==> config.mk <==
export PLATFORM = sky130hd
export DESIGN_NAME = inject_packetizer
export DESIGN_NICKNAME = d
export VERILOG_FILES = /design/src/rtl/inject_packetizer_pkg.sv /design/src/rtl/inject_packetizer_torus_dist.sv /design/src/rtl/inject_packetizer.sv
export SDC_FILE = /design/constraint.sdc
export NUM_CORES = 1
export LEC_CHECK = 0
export ABC_AREA = 1
export BUFFER_PORTS_ARGS = -buffer_cell sky130_fd_sc_hd__buf_2
export CAP_MARGIN = 40
export CORE_MARGIN = 5
export CORE_UTILIZATION = 45
export CTS_BUF_LIST = sky130_fd_sc_hd__clkbuf_8
export CTS_CLUSTER_SIZE = 24
export DETAILED_ROUTE_END_ITERATION = 12
export HOLD_SLACK_MARGIN = 0.06
export PLACE_DENSITY = 0.69
export RECOVER_POWER = 100
export REMOVE_ABC_BUFFERS = 1
export SYNTH_ARGS = -nofsm -noshare
export SYNTH_HDL_FRONTEND = slang
export SYNTH_SLANG_ARGS = --single-unit
==> constraint.sdc <==
create_clock -name clk -period 2.5 [get_ports clk]
set_clock_uncertainty 0.1 [all_clocks]
set_input_delay 0.5 -clock clk [delete_from_list [all_inputs] [get_ports clk]]
set_output_delay 0.5 -clock clk [all_outputs]
set_load 0.02 [all_outputs]
==> src/rtl/inject_packetizer_pkg.sv <==
// Shared NoC parameters: flit geometry, flit type codes, torus size and header field positions.
package inject_packetizer_pkg;
    localparam int FLIT_SIZE  = 32;
    localparam int TYPE_W     = 2;
    localparam int HEADER_LEN = TYPE_W;
    localparam int VC_W       = 1;
    localparam int XW         = 2;
    localparam int YW         = 2;
    localparam int ZW         = 2;
    localparam int DST_W      = XW + YW + ZW;
    localparam int XSIZE      = 4;
    localparam int YSIZE      = 4;
    localparam int ZSIZE      = 4;
    localparam int CMP_LEN    = 4;

    // Head flit layout, MSB first: type | vc | dst{z,y,x} | cmp | payload
    localparam int TYPE_LSB   = FLIT_SIZE - TYPE_W;
    localparam int VC_LSB     = TYPE_LSB - VC_W;
    localparam int DST_LSB    = VC_LSB - DST_W;
    localparam int CMP_LSB    = DST_LSB - CMP_LEN;
    localparam int HEAD_PLD_W = CMP_LSB;

    localparam logic [TYPE_W-1:0] HEAD_FLIT   = 2'b00;
    localparam logic [TYPE_W-1:0] BODY_FLIT   = 2'b01;
    localparam logic [TYPE_W-1:0] TAIL_FLIT   = 2'b10;
    localparam logic [TYPE_W-1:0] SINGLE_FLIT = 2'b11;

    typedef enum logic [1:0] {
        ST_IDLE = 2'd0,
        ST_SEND = 2'd1,
        ST_DROP = 2'd2
    } pkt_state_t;
endpackage

==> src/rtl/inject_packetizer_torus_dist.sv <==
// Torus hop distance from this node to dst, summed over x/y/z and saturated to the cmp width.
module torus_dist
    import inject_packetizer_pkg::*;
#(
    parameter int cur_x = 0,
    parameter int cur_y = 0,
    parameter int cur_z = 0
) (
    input  logic [DST_W-1:0]   dst,
    output logic [CMP_LEN-1:0] cmp
);
    localparam int CMP_MAX = (1 << CMP_LEN) - 1;

    function automatic int hop(input int cur, input int tgt, input int size);
        int d;
        d = (cur > tgt) ? cur - tgt : tgt - cur;
        return (d > size / 2) ? size - d : d;
    endfunction

    int sum;

    always_comb begin
        sum = hop(cur_x, int'(dst[XW-1:0]), XSIZE)
            + hop(cur_y, int'(dst[XW+YW-1:XW]), YSIZE)
            + hop(cur_z, int'(dst[DST_W-1:XW+YW]), ZSIZE);
        cmp = (sum > CMP_MAX) ? CMP_LEN'(CMP_MAX) : CMP_LEN'(sum);
    end
endmodule

==> src/rtl/inject_packetizer.sv <==
// Packet injector: turns a request plus payload words into head/body/tail flits,
// discarding packets addressed to this node.
module inject_packetizer
    import inject_packetizer_pkg::*;
#(
    parameter int cur_x = 0,
    parameter int cur_y = 0,
    parameter int cur_z = 0,
    parameter int LENW  = 4
) (
    input  logic                           clk,
    input  logic                           rst,
    input  logic                           req_valid,
    input  logic [XW+YW+ZW-1:0]            req_dst,
    input  logic [LENW-1:0]                req_len,
    output logic                           req_ready,
    input  logic                           pld_valid,
    input  logic [FLIT_SIZE-HEADER_LEN-1:0] pld_data,
    output logic                           pld_ready,
    input  logic                           stall,
    output logic [FLIT_SIZE-1:0]           flit_out,
    output logic                           flit_valid_out,
    output logic [15:0]                    pkt_sent_cnt,
    output logic [15:0]                    pkt_drop_cnt
);
    localparam logic [DST_W-1:0] SELF_DST = {ZW'(cur_z), YW'(cur_y), XW'(cur_x)};

    pkt_state_t         state;
    logic [LENW-1:0]    idx;
    logic [LENW-1:0]    len_q;
    logic [DST_W-1:0]   dst_q;
    logic [CMP_LEN-1:0] cmp_q;
    logic [CMP_LEN-1:0] cmp_nxt;
    logic [LENW-1:0]    len_eff;
    logic               load_en;
    logic               send_hs;
    logic               last;
    logic [TYPE_W-1:0]  ftype;
    logic [FLIT_SIZE-1:0] flit_nxt;

    torus_dist #(.cur_x(cur_x), .cur_y(cur_y), .cur_z(cur_z)) u_dist (
        .dst (req_dst),
        .cmp (cmp_nxt)
    );

    assign load_en   = ~stall | ~flit_valid_out;
    assign req_ready = (state == ST_IDLE);
    assign pld_ready = (state == ST_SEND) ? load_en : (state == ST_DROP);
    assign send_hs   = (state == ST_SEND) && pld_valid && load_en;
    assign last      = (idx == len_q - LENW'(1));
    assign len_eff   = (req_len == '0) ? LENW'(1) : req_len;

    always_comb begin
        ftype = BODY_FLIT;
        if (idx == '0)
            ftype = (len_q == LENW'(1)) ? SINGLE_FLIT : HEAD_FLIT;
        else if (last)
            ftype = TAIL_FLIT;

        flit_nxt = '0;
        flit_nxt[FLIT_SIZE-1:TYPE_LSB] = ftype;
        if (idx == '0) begin
            flit_nxt[VC_LSB-1:DST_LSB]  = dst_q;
            flit_nxt[DST_LSB-1:CMP_LSB] = cmp_q;
            flit_nxt[HEAD_PLD_W-1:0]    = pld_data[HEAD_PLD_W-1:0];
        end else begin
            flit_nxt[TYPE_LSB-1:0] = pld_data;
        end
    end

    always_ff @(posedge clk) begin
        if (!rst) begin
            state          <= ST_IDLE;
            idx            <= '0;
            len_q          <= '0;
            dst_q          <= '0;
            cmp_q          <= '0;
            flit_out       <= '0;
            flit_valid_out <= 1'b0;
            pkt_sent_cnt   <= '0;
            pkt_drop_cnt   <= '0;
        end else begin
            // Output register only moves when the router can take it.
            if (load_en) begin
                if (send_hs) begin
                    flit_out       <= flit_nxt;
                    flit_valid_out <= 1'b1;
                end else begin
                    flit_valid_out <= 1'b0;
                end
            end

            case (state)
                ST_IDLE: begin
                    if (req_valid) begin
                        dst_q <= req_dst;
                        len_q <= len_eff;
                        cmp_q <= cmp_nxt;
                        idx   <= '0;
                        state <= (req_dst == SELF_DST) ? ST_DROP : ST_SEND;
                    end
                end
                ST_SEND: begin
                    if (send_hs) begin
                        if (last) begin
                            idx          <= '0;
                            state        <= ST_IDLE;
                            pkt_sent_cnt <= pkt_sent_cnt + 16'd1;
                        end else begin
                            idx <= idx + LENW'(1);
                        end
                    end
                end
                ST_DROP: begin
                    if (pld_valid) begin
                        if (last) begin
                            idx          <= '0;
                            state        <= ST_IDLE;
                            pkt_drop_cnt <= pkt_drop_cnt + 16'd1;
                        end else begin
                            idx <= idx + LENW'(1);
                        end
                    end
                end
                default: state <= ST_IDLE;
            endcase
        end
    end
endmodule

==> results of run 1 <==
==> per-stage QoR <==
step | util (%) | instances
2_1_floorplan | - | 582
3_3_place_gp | 52.49 | 832
3_5_place_dp | 52.49 | 832
4_1_cts | 54.55 | 848
5_1_grt | 53.11 | 848
6_report | 53.11 | 848
==> worst max-delay path: stages (launching register included) <==
cell	delay, ns
dfxtp_1	0.36
inv_1	0.09
ha_1	0.31
or2_1	0.25
nand3_4	0.12
nor2_8	0.05
nand2_1	0.30
nand2_1	0.21
a21oi_1	0.17
nor2_1	0.06
==> cell usage in the layout (no fill, tap or decap), types with 12 or more instances in the layout <==
cell	instances
nand3_1	38
xnor2_1	14
clkbuf_1	69
o21ai_0	37
a21oi_1	37
ha_1	12
a21oi_2	15
inv_1	50
xor2_1	13
dfxtp_1	85
nand2_1	143
nor2_1	87
buf_2	43
==> power by group <==
group	total, mW	internal [mW]	switching (mW)
Clock	0.980	0.465	0.515
Sequential	1.66	1.55	0.115
Combinational	1.24	0.388	0.848
==> area by class of cell <==
cell class,instances,area [um^2]
multi-input cells,445,2370
repair buffers,117,511.7
well taps,133,166.4
fillers,980,4541
clock inverters,7,75.07
inverters,52,195.2
flip-flops and latches,85,1702
clock buffers,9,123.9
==> how the worst max path moves through the flow <==
stage	startpoint	to
global route	len_q[0]	pkt_drop_cnt[1]
global placement	req_dst[2]	cmp_q[3]
floorplan	state[1]	pkt_sent_cnt[0]
detailed placement	req_dst[2]	cmp_q[3]
finish	len_q[0]	state[0]
CTS	len_q[0]	pkt_sent_cnt[4]
==> metal layers <==
| layer | GRT usage, % | vias to the layer above | routed length [um] |
|---|---|---|---|
| li1 | - | 2147 | - |
| met1 | 24.22 | 1906 | 4989 |
| met2 | 30.75 | 115 | 4876 |
| met3 | 3.671 | 20 | 599 |
| met4 | 6.411 | 0 | 191 |
| met5 | 0 | - | 0 |
==> flip-flops by register name, indices dropped and copies added (netlist names) <==
| name | count |
|---|---|
| flit_valid_out | 1 |
| pkt_sent_cnt | 16 |
| pkt_drop_cnt | 16 |
| dst_q | 6 |
| state | 2 |
| len_q | 4 |
| idx | 4 |
| cmp_q | 4 |
| flit_out | 32 |
==> cells by family (layout without fill, tap and decap cells) <==
logic type | after synthesis | after routing
xor gates and xnor gates | 27 | 27
and+or+nand+nor | 297 | 297
other | 1 | 3
adders and majority gates | 16 | 16
AOI/OAI and AO/OA | 102 | 102
DFF | 85 | 85
buffers and inverters | 76 | 185
==> impl_metrics.ini, run 1 <==
[outcome]
status = complete, no violations

[power]
powerDensity_nw_per_um2 = 754.3
peakVddDrop_mv = 0.4160
finalPower_mw = 3.880
p_leak_nw = 2.058

[synthesis]
synth-async-reset-ratio_pct = 0
ys_top_cells_by_area = dfxtp_1 (38%), nand2_1 (11%), nor2_1 (7.4%)
yosysUniqueCellTypes = 34
synth_top_family_by_area = simple AND/OR/NAND/NOR gates
synth.avg_cell_area_um2 = 7.341
ys_dominant_reg_cell = dfxtp_1
ys_warn_count = 0
synth_common_cells = nand2_1 (133), nor2_1 (87), dfxtp_1 (85), inv_1 (49), nand3_1 (38)
yosysSeqAreaShare_pct = 38.37
muxShareOfSynthArea_pct = 0
synth-seq-cells = 85
synth_area_um2 = 4434
synth_cells = 604
yosys.area_share.adder_pct = 5.192
synth_edf_count = 0
synthXorXnorAreaFrac_pct = 5.333
synth_area_leader_cell = dfxtp_1
synth-simple-area-share_pct = 29.83
synth_top_area_share_pct = 38.37
yosysMostFrequentCell = nand2_1
synth_compound_area_share_pct = 13.94

[clock_tree]
cts_root_buffer = clkbuf_8
cts_resized = 0
cts_setup_buffers = 0
numClockSinks = 85
clk_latency_ns = 0.35
cts_buffer_depth = 2
cts-buffers-inserted = 9
cts_hold_buf = 0
clkTransAtPathRegs_ns = 0.09
htreeDepth = 3
cts_tree = built

[placement]
hpwl_um = 7678
gp_congestion = 0.8912
port_buffers = 111
place_ws_ns = 0.1204
place_area_um2 = 5084

[worst_setup_path]
crit-reg2reg-launch = len_q[0]
required_ns = 2.64
r2r_cells = 9
end_kind = flop
start_kind = flop
path_max_fanout = 7
r2r_setup_slack_ns = 0.37
critPathArrivalTime_ns = 2.27
r2r_end = state[0]
worstSetupPathType = reg -> reg

[sta]
hold_violations = 0
period_share_pct = 85.18
fin_crit_ns = 2.130
finalSetupTns_ns = 0
clock.fmax_mhz = 469.6
setup_viol = 0
rsz0062_at_grt = false
worstMarginPinSlew_ns = 0.5377
relSlewSlack_pct = 64.15
whs_ns = 0.2947
maxSlewViolCount = 0
finalWorstSetupSlack_ns = 0.3705

[worst_hold_path]
min-delay-start = pld_data[15]
holdPathEnd = flit_out[15]
min_path_type = in -> reg
worstHoldPathCells = 3

[cells_and_area]
drive_gt1_share_pct = 13.85
syn2layout_area_growth_pct = 16.00
design.final.nets = 771
design_area_um2 = 5144
diodes = 0

[global_routing]
groute.usage.overall_pct = 18.59
grt-ovfl-total = 0
grt_pass1_vias = 4049
antenna_found_initial = 0
grt_first_pass_wirelength_um = 18270
grt_max_degree = 45

[floorplanning]
dieWidth_um = 109.3
start_util_pct = 45.79
pin_count = 112
die_y_um = 109.3
fp-row-count = 36
dieArea_um2 = 11940
core_area_um2 = 9684

[job]
drv_cap = 0

[drt]
vias = 4188
viasPerCell = 4.939
drc = 0
wl_per_cell_um = 12.57
detail-route-antenna-nets = 0
dr.pass1.iters = 5
totalWireLength_um = 10660
drt_iter0_drc = 230
(Power assumes the default switching activity.)
==> run 2, diff against run 1 <==
BUFFER_PORTS_ARGS = not set   (was -buffer_cell sky130_fd_sc_hd__buf_2)
DONT_BUFFER_PORTS = 1   (was not set)
PLACE_DENSITY = not set   (was 0.69)
==> run 2 against run 1 <==
Against the previous run: register-to-register slack got worse by 0.10 ns; worst setup slack got worse by 0.10 ns; clock power rose by 15%; die area did not move; sequential share of layout area rose by 3.2 points; combinational power fell by 24%; core utilization fell by 4.7 points; final area fell by 8.8%; critical path type unchanged; critical endpoint is now flit_out[24]; highest routed layer unchanged.
==> impl_metrics.ini, run 2 (synthesized netlist as in run 1, its figures left out) <==
[outcome]
status = complete, no violations

[floorplanning]
pin_count = 112
core_area_um2 = 9684
dieWidth_um = 109.3
die_y_um = 109.3
dieArea_um2 = 11940
fp-row-count = 36
start_util_pct = 45.79

[power]
p_leak_nw = 1.824
peakVddDrop_mv = 0.3737
powerDensity_nw_per_um2 = 830.6

[clock_tree]
cts_tree = built
clkTransAtPathRegs_ns = 0.09
cts_hold_buf = 0
htreeDepth = 3
numClockSinks = 85
cts_root_buffer = clkbuf_8
clk_latency_ns = 0.36
cts_buffer_depth = 2
cts_setup_buffers = 0
cts-buffers-inserted = 9
cts_resized = 0

[drt]
drc = 0
totalWireLength_um = 10230
drt_iter0_drc = 236
wl_per_cell_um = 13.86
dr.pass1.iters = 4
wl_met1_um = 4620
detail-route-antenna-nets = 0
viasPerCell = 5.108
wl_met3_um = 864
vias = 3770
routed-wl-met2_um = 4547
top_layer_used = met4

[global_routing]
grt-ovfl-total = 0
grt_pass1_vias = 3618
grt_max_degree = 46
antenna_found_initial = 0
groute.usage.overall_pct = 17.73
grt_first_pass_wirelength_um = 17020

[sta]
hold_violations = 0
relSlewSlack_pct = 49.06
fin_crit_ns = 2.232
finalWorstSetupSlack_ns = 0.2680
clock.fmax_mhz = 448.0
finalSetupTns_ns = 0
period_share_pct = 89.28
setup_viol = 0
whs_ns = 0.1687
rsz0062_at_grt = false
maxSlewViolCount = 0
worstMarginPinSlew_ns = 0.7641

[placement]
port_buffers = 0
hpwl_um = 7489
place_area_um2 = 4536
place_ws_ns = 0.2149
gp_congestion = 0.8191

[cells_and_area]
utilization_pct = 48.42
diodes = 0
multi_input_area_um2 = 2356
largest-register = flit_out
regArea_um2 = 1702
drive_gt1_share_pct = 8.595
mostFrequentLayoutCells = nand2_1 (144), nor2_1 (87), dfxtp_1 (85)
layout_commonest_cell = nand2_1
largestRegisters = flit_out x32, pkt_drop_cnt x16, pkt_sent_cnt x16
design_area_um2 = 4690
syn2layout_area_growth_pct = 5.756
design.final.nets = 661
largest_reg_flops = 32
fillers = 1000

[worst_setup_path]
path_max_fanout = 40
end_kind = flop
r2r_setup_slack_ns = 0.27
start_kind = flop
worstSetupPathType = reg -> reg
required_ns = 2.65
critPathArrivalTime_ns = 2.38

[job]
drv_cap = 0

[worst_hold_path]
min_path_type = in -> reg
-- run 2: changes by cell type in the layout (fill, tap and decap cells not counted), sizes merged --
cell      previous run  this run
clkbuf              78        14
buf                 48         3
clkinvlp             3         1
bufinv               1         2
clkinv               2         1
inv                 53        54
-- run 2: final timing paths --
| path | start | endpoint | depth (start not counted) |
|---|---|---|---|
| max | state[1] | flit_out[24] | 8 |
| max reg2reg | state[1] | flit_out[24] | 8 |
| min | rst | state[1] | 2 |
| min reg2reg | dst_q[4] | dst_q[4] | 2 |
-- run 2: area by class of cell --
cell class	count	area share, %
Inverter	52	4.162
Timing Repair Buffer	7	0.8271
Clock buffer	10	2.935
Multi-Input combinational cell	445	50.24
Sequential cell	85	36.29
Tap cell	133	3.549
Clock inverter	6	2.001
-- run 2: worst max-delay path, cell delays in order, from the launching register on --
cell      delay, ns
dfxtp_1        0.35
inv_1          0.09
ha_1           0.22
nand3_1        0.22
inv_2          0.14
clkbuf_2       0.61
nand3_1        0.20
o211ai_1       0.13
inv_1          0.07
-- run 2: power by group --
part | switching [mW] | internal (mW) | total (mW)
Combinational | 0.619 | 0.320 | 0.939
Sequential | 0.281 | 1.55 | 1.83
Clock | 0.527 | 0.599 | 1.13
Total | 1.43 | 2.47 | 3.89
-- run 2: routing by layer --
| layer | GRT usage (%) | vias to the layer above |
|---|---|---|
| met1 | 22.37 | 1725 |
| met4 | 6.768 | 0 |
| li1 | - | 1922 |
| met5 | 0 | - |
| met2 | 28.82 | 107 |
| met3 | 4.914 | 16 |
-- run 2: stage by stage --
step / power [mW] / std cells
detailed placement: 2.837 / 722
finish: 3.895 / 738
global placement: 2.812 / 722
CTS: 3.967 / 738
global route: 4.169 / 738
floorplan: 2.566 / 582
